--- config.mk ---
export PLATFORM = sky130hd
export DESIGN_NAME = eth_tx_mac
export DESIGN_NICKNAME = d
export VERILOG_FILES = /design/src/rtl/eth_tx_mac.sv
export SDC_FILE = /design/constraint.sdc
export NUM_CORES = 1
export LEC_CHECK = 0
export CORE_UTILIZATION = 40
export DETAILED_ROUTE_END_ITERATION = 8
export SLEW_MARGIN = 20
export SYNTH_ARGS = -nofsm -noshare
export SYNTH_HDL_FRONTEND = slang
export SYNTH_SLANG_ARGS = --single-unit
--- constraint.sdc ---
create_clock -name clk -period 3.6 [get_ports clk]
set_input_delay 0.72 -clock clk [delete_from_list [all_inputs] [get_ports clk]]
set_output_delay 0.72 -clock clk [all_outputs]
set_load 0.02 [all_outputs]
--- src/rtl/eth_tx_mac.sv ---
// Byte-wide Ethernet transmit MAC: preamble, SFD, header, payload, zero pad, CRC-32 FCS,
// then inter-frame gap. Output bytes are registered; payload is pulled with s_tready.
module eth_tx_mac #(
   parameter logic [7:0]  SFD_BYTE     = 8'hD5,
   parameter int unsigned PREAMBLE_LEN = 7,
   parameter int unsigned MIN_PAYLOAD  = 46,
   parameter int unsigned MAX_PAYLOAD  = 1500,
   parameter int unsigned IFG_LEN      = 12
) (
   input  logic        clk,
   input  logic        rst_n,
   input  logic        start,
   input  logic [47:0] dest_mac,
   input  logic [47:0] src_mac,
   input  logic [15:0] type_length,
   output logic        busy,
   input  logic [7:0]  s_tdata,
   input  logic        s_tvalid,
   output logic        s_tready,
   input  logic        s_tlast,
   output logic [7:0]  m_tdata,
   output logic        m_tvalid,
   output logic        m_tlast,
   output logic        m_terr
);

   localparam logic [7:0]  PreLast = 8'(PREAMBLE_LEN - 1);
   localparam logic [7:0]  IfgLast = 8'(IFG_LEN - 1);
   localparam logic [15:0] MinPay  = 16'(MIN_PAYLOAD);
   localparam logic [15:0] MaxPay  = 16'(MAX_PAYLOAD);

   typedef enum logic [3:0] {
      StIdle, StPreamble, StSfd, StHeader, StPayload, StPad, StAbort, StFcs, StIfg
   } state_e;

   state_e        state;
   logic [7:0]    phase_cnt;
   logic [15:0]   pay_cnt;
   logic [31:0]   crc;
   logic [111:0]  hdr;

   logic [15:0]   pay_nxt;
   logic [7:0]    hdr_byte;
   logic [7:0]    fcs_byte;
   logic [31:0]   crc_inv;

   // Reflected CRC-32, one byte, LSB first.
   function automatic logic [31:0] crc_upd(input logic [31:0] c, input logic [7:0] d);
      logic [31:0] r;
      r = c ^ {24'd0, d};
      for (int i = 0; i < 8; i++) begin
         r = r[0] ? ((r >> 1) ^ 32'hEDB88320) : (r >> 1);
      end
      return r;
   endfunction

   always_comb begin
      busy     = (state != StIdle);
      s_tready = (state == StPayload);
      pay_nxt  = pay_cnt + 16'd1;
      hdr_byte = hdr[{4'd13 - phase_cnt[3:0], 3'b000} +: 8];
      crc_inv  = ~crc;
      fcs_byte = crc_inv[{phase_cnt[1:0], 3'b000} +: 8];
   end

   // State names the section that supplies the byte registered at the next edge.
   always_ff @(posedge clk or negedge rst_n) begin
      if (!rst_n) begin
         state     <= StIdle;
         phase_cnt <= 8'd0;
         pay_cnt   <= 16'd0;
         crc       <= 32'hFFFFFFFF;
         hdr       <= '0;
         m_tdata   <= 8'd0;
         m_tvalid  <= 1'b0;
         m_tlast   <= 1'b0;
         m_terr    <= 1'b0;
      end else begin
         m_tdata  <= 8'd0;
         m_tvalid <= 1'b1;
         m_tlast  <= 1'b0;
         m_terr   <= 1'b0;
         case (state)
            StIdle: begin
               m_tvalid <= start;
               if (start) begin
                  hdr       <= {dest_mac, src_mac, type_length};
                  m_tdata   <= 8'h55;
                  phase_cnt <= 8'd1;
                  state     <= (PREAMBLE_LEN > 1) ? StPreamble : StSfd;
               end
            end
            StPreamble: begin
               m_tdata   <= 8'h55;
               phase_cnt <= phase_cnt + 8'd1;
               if (phase_cnt == PreLast) state <= StSfd;
            end
            StSfd: begin
               m_tdata   <= SFD_BYTE;
               crc       <= 32'hFFFFFFFF;
               phase_cnt <= 8'd0;
               state     <= StHeader;
            end
            StHeader: begin
               m_tdata   <= hdr_byte;
               crc       <= crc_upd(crc, hdr_byte);
               phase_cnt <= phase_cnt + 8'd1;
               if (phase_cnt == 8'd13) begin
                  pay_cnt <= 16'd0;
                  state   <= StPayload;
               end
            end
            StPayload: begin
               if (s_tvalid) begin
                  m_tdata <= s_tdata;
                  crc     <= crc_upd(crc, s_tdata);
                  pay_cnt <= pay_nxt;
                  if (s_tlast) begin
                     phase_cnt <= 8'd0;
                     state     <= (pay_nxt < MinPay) ? StPad : StFcs;
                  end else if (pay_nxt == MaxPay) begin
                     state <= StAbort;
                  end
               end else begin
                  // Underrun: abort byte goes out on the very next cycle.
                  m_tlast   <= 1'b1;
                  m_terr    <= 1'b1;
                  phase_cnt <= 8'd0;
                  state     <= StIfg;
               end
            end
            StPad: begin
               crc     <= crc_upd(crc, 8'd0);
               pay_cnt <= pay_nxt;
               if (pay_nxt == MinPay) state <= StFcs;
            end
            StAbort: begin
               m_tlast   <= 1'b1;
               m_terr    <= 1'b1;
               phase_cnt <= 8'd0;
               state     <= StIfg;
            end
            StFcs: begin
               m_tdata   <= fcs_byte;
               phase_cnt <= phase_cnt + 8'd1;
               if (phase_cnt == 8'd3) begin
                  m_tlast   <= 1'b1;
                  phase_cnt <= 8'd0;
                  state     <= StIfg;
               end
            end
            StIfg: begin
               m_tvalid  <= 1'b0;
               phase_cnt <= phase_cnt + 8'd1;
               if (phase_cnt == IfgLast) state <= StIdle;
            end
            default: begin
               m_tvalid <= 1'b0;
               state    <= StIdle;
            end
         endcase
      end
   end

endmodule

==> Word level (Yosys, flattened, before mapping) <==
Index checks and enable logic that the tools add are counted.
{ "totals": {"regBits": 183, "out_inout_bits": 13, "word_cells": 131} }
{ "op_classes": {"n_addsub": 3, "order_cmp": 1, "n_eq_ne": 23, "shifts": 2, "mux": 53, "bitwise_logic": 27, "n_reduce_logical": 13} }
{ "ops": {"columns": ["op", "count"], "rows": [
  ["32-bit two-way mux", 25],
  ["13-bit inverter with 14-bit output", 24],
  ["32-bit one-hot mux with 4 select lines", 1],
  ["112-bit by 8-bit indexed part select with 8-bit output", 1],
  ["32-bit by 8-bit XOR with 32-bit output", 2],
  ["16-bit one-hot mux with 3 select lines", 1],
  ["8-bit one-hot mux with 6 select lines", 1],
  ["8-bit two-way mux", 5],
  ["8-bit one-hot mux with 5 select lines", 1],
  ["4-bit two-way mux", 9],
  ["4-bit one-hot mux with 9 select lines", 1],
  ["16-bit two-way mux", 2],
  ["32-bit inverter", 1],
  ["32-bit by 6-bit indexed part select with 8-bit output", 1],
  ["16-bit by 1-bit adder with 16-bit output (second input constant)", 1],
  ["16-bit by 11-bit equality test with 1-bit output (second input constant)", 1],
  ["16-bit by 6-bit equality test with 1-bit output (second input constant)", 1],
  ["4-bit by 3-bit equality test with 1-bit output (second input constant)", 4],
  ["8-bit by 4-bit equality test with 1-bit output (second input constant)", 2],
  ["16-bit by 6-bit < comparator with 1-bit output (second input constant)", 1],
  ["2-bit inequality test (second input constant)", 7],
  ["8-bit by 1-bit adder with 8-bit output (second input constant)", 1],
  ["4-bit by 2-bit equality test with 1-bit output (second input constant)", 2],
  ["8-bit by 2-bit equality test with 1-bit output (second input constant)", 1],
  ["other kinds (21)", 26]
]} }

==> Depth between registers and ports, before layout <==
Gate-level depths: netlist of the first run.
{ "depth": {"depth_word": 20, "ltp_mapped": 13} }

==> Least setup slack after synthesis of the first run <==
No wires, ideal clock.
{ "synth_timing": {"path_kind": "reg2reg", "start": "register phase_cnt[2]", "end": "register crc[22]", "setup_time_ns": 0.089, "arrival_time_ns": 3.099, "t_required_ns": 3.511, "slack_ns": 0.412, "stages_incl_launch_ff": 13, "n_path_buf": 2, "period_less_slack_ns": 3.188, "cell_sequence": "dfrtp_1 > ha_1 > buf_2 > buf_2 > mux4_2 > mux2i_1 > xnor2_1 > mux2i_1 > nand3b_2 > xor2_1 > xnor3_1 > nand2_1 > a21oi_1"} }
{ "synth_between": {"elab_chain_cells": 16, "elab_cells_between_ends": 17, "cone_classes": "add/sub (1); shift (1); mux (9); bitwise (6)"} }
{ "synth_lines": {"columns": ["item", "line", "rtl"], "rows": [
  ["from (decl)", "37", "logic [7:0] phase_cnt;"],
  ["from (signal assigned)", "95", "phase_cnt <= phase_cnt + 8'd1;"],
  ["from (signal assigned)", "107", "phase_cnt <= phase_cnt + 8'd1;"],
  ["from (signal assigned)", "145", "phase_cnt <= phase_cnt + 8'd1;"],
  ["4-bit subtractor (*)", "61", "hdr_byte = hdr[{4'd13 - phase_cnt[3:0], 3'b000} +: 8];"],
  ["112-bit by 8-bit indexed part select with 8-bit output (*)", "61", null],
  ["32-bit by 8-bit XOR with 32-bit output (*)", "50", "r = c ^ {24'd0, d};"],
  ["32-bit two-way mux (*) (2 in series)", "52", "r = r[0] ? ((r >> 1) ^ 32'hEDB88320) : (r >> 1);"],
  ["13-bit inverter with 14-bit output (no line)", null, null],
  ["32-bit two-way mux (*)", "52", null],
  ["13-bit inverter with 14-bit output (no line)", null, null],
  ["32-bit two-way mux (*) (2 in series)", "52", null],
  ["13-bit inverter with 14-bit output (no line)", null, null],
  ["32-bit two-way mux (*)", "52", null],
  ["13-bit inverter with 14-bit output (no line)", null, null],
  ["32-bit two-way mux (*) (2 in series)", "52", null],
  ["32-bit one-hot mux with 4 select lines (*)", "83", "case (state)"],
  ["to (signal assigned)", "106", "crc <= crc_upd(crc, hdr_byte);"],
  ["to (signal assigned)", "116", "crc <= crc_upd(crc, s_tdata);"],
  ["to (signal assigned)", "133", "crc <= crc_upd(crc, 8'd0);"],
  ["to (decl)", "39", "logic [31:0] crc;"]
]} }
Mark *: on every way between the ends. The rest lies on a longest branch, timed or not.
A chain may end at the register's enable or synchronous reset.

==> Final worst setup path of the first run <==
{ "layout_timing": {"start": "register phase_cnt[1]", "end": "register crc[20]"} }
{ "layout_between": {"elab_chain_cells": 17, "elab_cells_between_ends": 18, "cone_classes": "add/sub (1); shift (1); mux (9); bitwise (7)"} }
{ "layout_lines": {"columns": ["item", "line"], "rows": [
  ["4-bit subtractor (*)", "61"],
  ["112-bit by 8-bit indexed part select with 8-bit output (*)", "61"],
  ["32-bit by 8-bit XOR with 32-bit output (*)", "50"],
  ["32-bit two-way mux (*)", "52"],
  ["13-bit inverter with 14-bit output (no line)", null],
  ["32-bit two-way mux (*) (2 in series)", "52"],
  ["13-bit inverter with 14-bit output (no line)", null],
  ["32-bit two-way mux (*)", "52"],
  ["13-bit inverter with 14-bit output (no line)", null],
  ["32-bit two-way mux (*) (2 in series)", "52"],
  ["13-bit inverter with 14-bit output (no line)", null],
  ["32-bit two-way mux (*)", "52"],
  ["13-bit inverter with 14-bit output (no line)", null],
  ["32-bit two-way mux (*)", "52"],
  ["32-bit one-hot mux with 4 select lines (*)", "83"]
]} }
Marks and branches as above.

==> results of run 1 <==
worst max path at each step:
| stage | endpoint |
|---|---|
| after floorplan | crc[22] |
| after global placement | crc[24] |
| after detailed placement | crc[24] |
| after CTS | crc[20] |
| after global routing | crc[20] |
| final | crc[20] |
through the flow:
stage	instance area, um2	instances	setup slack (ps)	util (%)	hold slack, ps
3_5_place_dp	13530	1538	151.4	48.16	490.2
5_1_grt	14170	1570	14.92	50.45	372.4
4_1_cts	14170	1570	176.5	50.44	353.7
2_1_floorplan	11540	1037	412.2	-	424.4
3_3_place_gp	13530	1538	218.9	48.16	479.7
6_report	14170	1570	175.3	50.45	310.4
flip-flops by register name, indices dropped and copies added, names as in the netlist:
| signal | flops |
|---|---|
| hdr | 112 |
| crc | 32 |
| pay_cnt | 16 |
| m_tdata | 8 |
| phase_cnt | 8 |
| state | 4 |
| m_terr | 1 |
| m_tlast | 1 |
| m_tvalid | 1 |
cell usage in the layout (no fill, tap or decap), types with 6 or more instances in the layout:
cell / count
sky130_fd_sc_hd__xnor2_1: 125
sky130_fd_sc_hd__inv_1: 9
sky130_fd_sc_hd__mux4_2: 24
sky130_fd_sc_hd__a21oi_1: 30
sky130_fd_sc_hd__a31oi_1: 9
sky130_fd_sc_hd__a221oi_1: 24
sky130_fd_sc_hd__nor2_1: 80
sky130_fd_sc_hd__dfrtp_1: 149
sky130_fd_sc_hd__nor3_1: 10
sky130_fd_sc_hd__clkdlybuf4s50_1: 136
sky130_fd_sc_hd__o21ai_0: 49
sky130_fd_sc_hd__or3_1: 8
sky130_fd_sc_hd__buf_4: 53
sky130_fd_sc_hd__xnor3_1: 9
sky130_fd_sc_hd__xor2_1: 49
sky130_fd_sc_hd__mux4_1: 6
sky130_fd_sc_hd__dfstp_2: 32
sky130_fd_sc_hd__clkbuf_16: 17
sky130_fd_sc_hd__nand3_1: 20
sky130_fd_sc_hd__ha_1: 8
sky130_fd_sc_hd__mux2i_1: 20
sky130_fd_sc_hd__o31ai_1: 11
sky130_fd_sc_hd__nand2_1: 62
sky130_fd_sc_hd__mux2_2: 120
cell type report:
| cell class | instances | area (um2) |
|---|---|---|
| sequential | 183 | 4624 |
| tap | 378 | 473.0 |
| clock inverter | 14 | 198.9 |
| timing repair buffer | 192 | 1810 |
| clock buffer | 18 | 439.2 |
| fill | 2568 | 13920 |
| inverter | 11 | 43.79 |
| multi-input combinational | 774 | 6579 |
critical path: stages, from the launching register on:
cell and delay, ps:
sky130_fd_sc_hd__dfrtp_2 470, sky130_fd_sc_hd__ha_1 350, sky130_fd_sc_hd__buf_12 170, sky130_fd_sc_hd__mux4_2 230
sky130_fd_sc_hd__mux2i_1 110, sky130_fd_sc_hd__a21oi_1 470, sky130_fd_sc_hd__xor3_2 600, sky130_fd_sc_hd__xor2_2 370
sky130_fd_sc_hd__xnor3_1 370, sky130_fd_sc_hd__nand2_1 70, sky130_fd_sc_hd__a31oi_1 90
layer usage:
| metal | routed length, um | track usage [%] |
|---|---|---|
| met2 | 15010 | 36.40 |
| met3 | 1847 | 3.820 |
| met1 | 15270 | 33.25 |
| met5 | 0 | 0 |
| met4 | 395 | 5.271 |
Yosys cell counts (all sizes together), types with 4 or more instances:
| library cell | instances | area [um2] |
|---|---|---|
| dfstp | 32 | 840.8 |
| and3 | 4 | 25.02 |
| o21ai | 50 | 250.2 |
| mux2 | 121 | 1363 |
| nand4 | 5 | 31.28 |
| nor3 | 12 | 60.06 |
| o22a | 5 | 43.79 |
| inv | 10 | 40.04 |
| a221oi | 24 | 210.2 |
| o31ai | 11 | 82.58 |
| mux4 | 30 | 698.2 |
| nor2b | 4 | 25.02 |
| o41ai | 4 | 35.03 |
| and2 | 5 | 31.28 |
| dfrtp | 151 | 3779 |
| buf | 22 | 146.4 |
| nand2b | 5 | 31.28 |
| a221o | 4 | 40.04 |
| nor2 | 81 | 304.0 |
| mux2i | 20 | 200.2 |
| or3 | 8 | 50.05 |
| o21a | 4 | 30.03 |
| clkbuf | 47 | 176.4 |
| o221ai | 5 | 43.79 |
| a31oi | 9 | 56.30 |
| xnor2 | 130 | 1187 |
| nand2 | 62 | 232.7 |
| xnor3 | 9 | 202.7 |
| nand3 | 21 | 105.1 |
| ha | 8 | 100.1 |
| a21oi | 31 | 155.2 |
| xor2 | 51 | 461.7 |
logic make-up after synthesis:
family                   count (synthesis)  share of synthesized area [%]
AO/OA/AOI/OAI                          182                          10.88
XOR/XNOR                               193                          16.68
adder cells (fa/ha/maj)                  8                         0.8677
buffers and inverters                   80                          3.178
flip-flops                             183                          40.04
multiplexers                           171                          19.60
AND/OR/NAND/NOR                        220                          8.753
==> impl_summary.log, run 1 <==
INFO  metric status = finished clean
INFO  metric gpl.final_weighted_congestion = 0.9200
INFO  metric synth_fp_nets = 1,170
INFO  metric cts_inserted_buffers = 17
INFO  metric layout_worst_path_cycle_share = 95.13%
INFO  metric setup_viol_count_final = 0
INFO  metric portBuffers = 137
INFO  metric hold_buffer_count_at_cts = 0
INFO  metric pin_count = 138
INFO  metric cp.required = 3940 ps
INFO  metric starting_density = 41.07%
INFO  metric seq_area_frac_synth = 40.04%
INFO  metric regToRegStartpoint = phase_cnt[1]
INFO  metric synthesis.area_per_instance = 11.12 um2
INFO  metric postCtsSetupRepairBufs = 0
INFO  metric synthCells = 1,037
INFO  metric synth_top_flop_cell = sky130_fd_sc_hd__dfrtp_1
INFO  metric synth.yosys.warnings = 0
INFO  metric ctsLongestPathBuffers = 2
INFO  metric max_freq = 292.0 MHz
INFO  metric finalWirelength = 32,520 um
INFO  metric worst_r2r_path_depth = 10
INFO  metric clock_insertion_delay_worst_skew = 450 ps
INFO  metric first_global_vias = 8,770
INFO  metric drt-vias-per-instance = 5.507
INFO  metric skew = 20.07 ps
INFO  metric groute.usage.overall = 23.15%
INFO  metric worst-path-max-fanout = 21
INFO  metric numClockSinks = 183
INFO  metric n_antenna_cell = 0
INFO  metric fp.dieW = 171.8 um
INFO  metric final_hold_viol_count = 0
INFO  metric area_of_the_die = 29,520 um2
INFO  metric initial_antenna_violation_count = 0
INFO  metric synth_edf_count = 0
INFO  metric layout-drive-gt1-share = 24.08%
INFO  metric start_kind = flip-flop
INFO  metric nets = 1,312
INFO  metric drtIter0Drc = 716
INFO  metric netlist_area = 11,540 um2
INFO  metric cts_tree = yes
INFO  metric grt_overflow = 0
INFO  metric clk_pin_slew = 80 ps
INFO  metric worstSetupPathType = flip-flop to flip-flop
INFO  metric cts_htree_levels = 4
INFO  metric drt-wirelength-per-cell = 20.72 um
INFO  metric yosys_register_bits = 183
INFO  metric timing.hold.worst.class = input pin to asynchronous set/reset pin
INFO  metric post_cts.resized_instances = 0
INFO  metric rsz0062_at_grt = false
INFO  metric setup_total_negative_slack = 0 ps
INFO  metric vias_post_dr = 8,646
INFO  metric final_critical_period = 3425 ps
INFO  metric end_kind = flip-flop
INFO  metric grt_start_max_net_pins = 113
INFO  metric critPathArrivalTime = 3760 ps
INFO  metric drv_cap = 0
INFO  metric netlist-cell-type-count = 74
INFO  metric rows = 61
INFO  metric die_h = 171.8 um
INFO  metric worst_setup_path_startpoint = phase_cnt[1]
INFO  metric floorplan.core_area = 28,090 um2
INFO  metric terminus_of_the_critical_flop_to_flop_path = crc[20]
INFO  metric drc = 0
INFO  metric syn2layout_area_growth = 22.82%
INFO  metric worst_slew_pin_slew = 1064 ps
INFO  metric global_route_wire_length_before_repair = 51,470 um
INFO  metric clockRootBuffer = sky130_fd_sc_hd__clkbuf_16
INFO  metric finalMaxSlewViolations = 0
INFO  metric place_hpwl = 23,680 um
INFO  metric detail_route.first_pass.iterations = 7
INFO  metric timing.slew.headroom = 28.57%
INFO  metric regToRegSetupSlack = 180 ps
INFO  metric antenna_violating_nets_post_route = 0
INFO  metric async_reset_ff_share = 100.0%
Power of run 1 is left out: the tool's default activity adds up to more than one toggle a clock period on the data nets, which glitch-free logic cannot reach.
==> inputs of run 2 (changes only) <==
--- a/config.mk
+++ b/config.mk
@@ -5,6 +5,7 @@
 export SDC_FILE = /design/constraint.sdc
 export NUM_CORES = 1
 export LEC_CHECK = 0
+export ABC_CLOCK_PERIOD_IN_PS = 3600
 export CORE_UTILIZATION = 40
 export DETAILED_ROUTE_END_ITERATION = 8
 export SLEW_MARGIN = 20
==> results of run 2 <==
Final layout, timing and power as in run 1 (identical DEF).
Power of run 2 is left out for the same reason.
==> inputs of run 3 (changes only) <==
--- a/config.mk
+++ b/config.mk
@@ -6,6 +6,7 @@
 export NUM_CORES = 1
 export LEC_CHECK = 0
 export ABC_CLOCK_PERIOD_IN_PS = 3600
+export CORE_MARGIN = 1.5
 export CORE_UTILIZATION = 40
 export DETAILED_ROUTE_END_ITERATION = 8
 export SLEW_MARGIN = 20
==> impl_summary.log, run 3 (synthesis gave the netlist of run 1 again) <==
INFO  metric status = finished clean
INFO  metric timing.slew.headroom = 26.33% (-2.2 points)
INFO  metric gpl.final_weighted_congestion = 0.8911 (-3.1%)
INFO  metric critPathArrivalTime = 3760 ps (about the same)
INFO  metric ctsLongestPathBuffers = 2 (unchanged)
INFO  metric timing.hold.worst.class = input pin to asynchronous set/reset pin
INFO  metric numClockSinks = 183 (unchanged)
INFO  metric rows = 61 (unchanged)
INFO  metric cts_tree = yes
INFO  metric first_global_vias = 9,004 (+2.7%)
INFO  metric end_kind = flip-flop
INFO  metric hold_buffer_count_at_cts = 0 (unchanged)
INFO  metric grt_start_max_net_pins = 113 (unchanged)
INFO  metric setup_total_negative_slack = 0 ps (unchanged)
INFO  metric grt_overflow = 0 (unchanged)
INFO  metric biggestRegsByFlops = hdr x112, crc x32, pay_cnt x16
INFO  metric clk_pin_slew = 90 ps (about the same)
INFO  metric initial_antenna_violation_count = 2 (+2)
INFO  metric finalMaxSlewViolations = 0 (unchanged)
INFO  metric skew = 22.88 ps (+2.806 ps)
INFO  metric worst_slew_pin_slew = 1097 ps (+33.39 ps)
INFO  metric regToRegSetupSlack = 200 ps (+20 ps)
INFO  metric groute.usage.overall = 22.47% (-0.68 points)
INFO  metric area_of_the_die = 29,870 um2 (+1.2%)
INFO  metric clockRootBuffer = sky130_fd_sc_hd__clkbuf_16
INFO  metric final_cell_mix = sky130_fd_sc_hd__dfrtp_1 (149), sky130_fd_sc_hd__clkdlybuf4s50_1 (136), sky130_fd_sc_hd__xnor2_1 (123)
INFO  metric drtIter0Drc = 781 (+9.1%)
INFO  metric antenna_violating_nets_post_route = 0 (unchanged)
INFO  metric detail_route.first_pass.iterations = 6 (-1)
INFO  metric fp.dieW = 172.8 um (+0.58%)
INFO  metric cts_inserted_buffers = 17 (unchanged)
INFO  metric layout_commonest_cell = sky130_fd_sc_hd__dfrtp_1
INFO  metric setup_viol_count_final = 0 (unchanged)
INFO  metric max_ffs_per_register = 112 (unchanged)
INFO  metric layout-drive-gt1-share = 24.29% (+0.21 points)
INFO  metric drt-wirelength-per-cell = 20.95 um (+1.2%)
INFO  metric holdWs = 352.3 ps (+41.90 ps)
INFO  metric cp.required = 3960 ps (+20 ps)
INFO  metric floorplan.core_area = 28,090 um2 (unchanged)
INFO  metric starting_density = 41.07% (unchanged)
INFO  metric placedCellCount = 1,536 (-0.13%)
INFO  metric worstSetupPathType = flip-flop to flip-flop
INFO  metric die_h = 172.8 um (+0.58%)
INFO  metric start_kind = flip-flop
INFO  metric worst-path-max-fanout = 9 (-57%)
INFO  metric layout_worst_path_cycle_share = 94.55% (-0.58 points)
INFO  metric finalWirelength = 32,880 um (+1.1%)
INFO  metric most_flop_heavy_register = hdr
INFO  metric clock_insertion_delay_worst_skew = 450 ps (about the same)
INFO  metric place_hpwl = 23,980 um (+1.2%)
INFO  metric max_freq = 293.8 MHz (+0.61%)
INFO  metric portBuffers = 137 (unchanged)
INFO  metric drt-vias-per-instance = 5.611 (+1.9%)
INFO  metric cts_htree_levels = 4 (unchanged)
INFO  metric finish.cell_count_without_fillers = 1,569 (-0.064%)
INFO  metric vias_post_dr = 8,803 (+1.8%)
INFO  metric syn2layout_area_growth = 22.96%
INFO  metric rsz0062_at_grt = false
INFO  metric drv_cap = 0 (unchanged)
INFO  metric nets = 1,310 (-0.15%)
INFO  metric drc = 0 (unchanged)
INFO  metric postCtsSetupRepairBufs = 0 (unchanged)
INFO  metric pin_count = 138 (unchanged)
INFO  metric global_route_wire_length_before_repair = 52,560 um (+2.1%)
INFO  metric final_hold_viol_count = 0 (unchanged)
INFO  metric final_critical_period = 3404 ps (-20.84 ps)
-- run 3: cell count changes in the layout (fill, tap and decap cells not counted), moves of 2 or more --
cell                      change
sky130_fd_sc_hd__inv_12       +3
sky130_fd_sc_hd__buf_4        -4
sky130_fd_sc_hd__xnor2_1      -2
sky130_fd_sc_hd__inv_6        -3
sky130_fd_sc_hd__xnor2_2      +2
sky130_fd_sc_hd__inv_8        +2
-- run 3: worst max-delay path: stages, from the launching register on --
cell	delay [ps]
sky130_fd_sc_hd__dfrtp_2	460
sky130_fd_sc_hd__ha_1	340
sky130_fd_sc_hd__buf_4	190
sky130_fd_sc_hd__mux4_2	300
sky130_fd_sc_hd__mux2i_1	280
sky130_fd_sc_hd__xnor2_1	180
sky130_fd_sc_hd__mux2i_1	240
sky130_fd_sc_hd__nand3b_2	300
sky130_fd_sc_hd__xor2_1	480
sky130_fd_sc_hd__xnor3_1	390
sky130_fd_sc_hd__nand2_1	70
sky130_fd_sc_hd__a21oi_1	60
-- run 3: final cells by class --
| cell class | count | area (um2) |
|---|---|---|
| Fill cell | 2563 | 13900 |
| Timing Repair Buffer | 190 | 1814 |
| Antenna cell | 1 | 2.502 |
| Multi-Input combinational cell | 774 | 6601 |
| Inverter | 11 | 43.79 |
| Clock inverter | 15 | 202.7 |
| Sequential cell | 183 | 4622 |
| Tap cell | 378 | 473.0 |
| Clock buffer | 17 | 425.4 |
-- run 3: path summary, 6_finish.rpt --
kind | from | endpoint | cells after the start
max | phase_cnt[1] | crc[22] | 11
min | rst_n | pay_cnt[12] | 1
max reg2reg | phase_cnt[1] | crc[22] | 11
min reg2reg | hdr[80] | hdr[80] | 1
max in group asynchronous | rst_n | crc[25] | 2
min in group clk | hdr[80] | hdr[80] | 1
-- run 3: metrics by stage --
stage	cell area [um2]	utilization [%]	setup slack [ps]
6_report	14180	50.50	196.1
5_1_grt	14180	50.49	5.409
4_1_cts	14160	50.40	146.9
3_5_place_dp	13530	48.16	170.2
3_3_place_gp	13530	48.16	213.6
2_1_floorplan	11540	-	412.2
-- run 3: timing repair --
item / CTS / global route
setup endpoints to repair: 0 / 5
resized for setup: 0 / 5
endpoints found under the hold margin: 0 / 0
-- run 3: per-layer routing --
| metal | track usage, % | vias up | wire [um] |
|---|---|---|---|
| met3 | 4.925 | 52 | 2365 |
| met4 | 5.870 | 2 | 635 |
| li1 | - | 4018 | - |
| met2 | 35.28 | 355 | 14940 |
| met1 | 31.44 | 4376 | 14920 |
| met5 | 0 | - | 17 |
Power of run 3 is left out for the same reason.
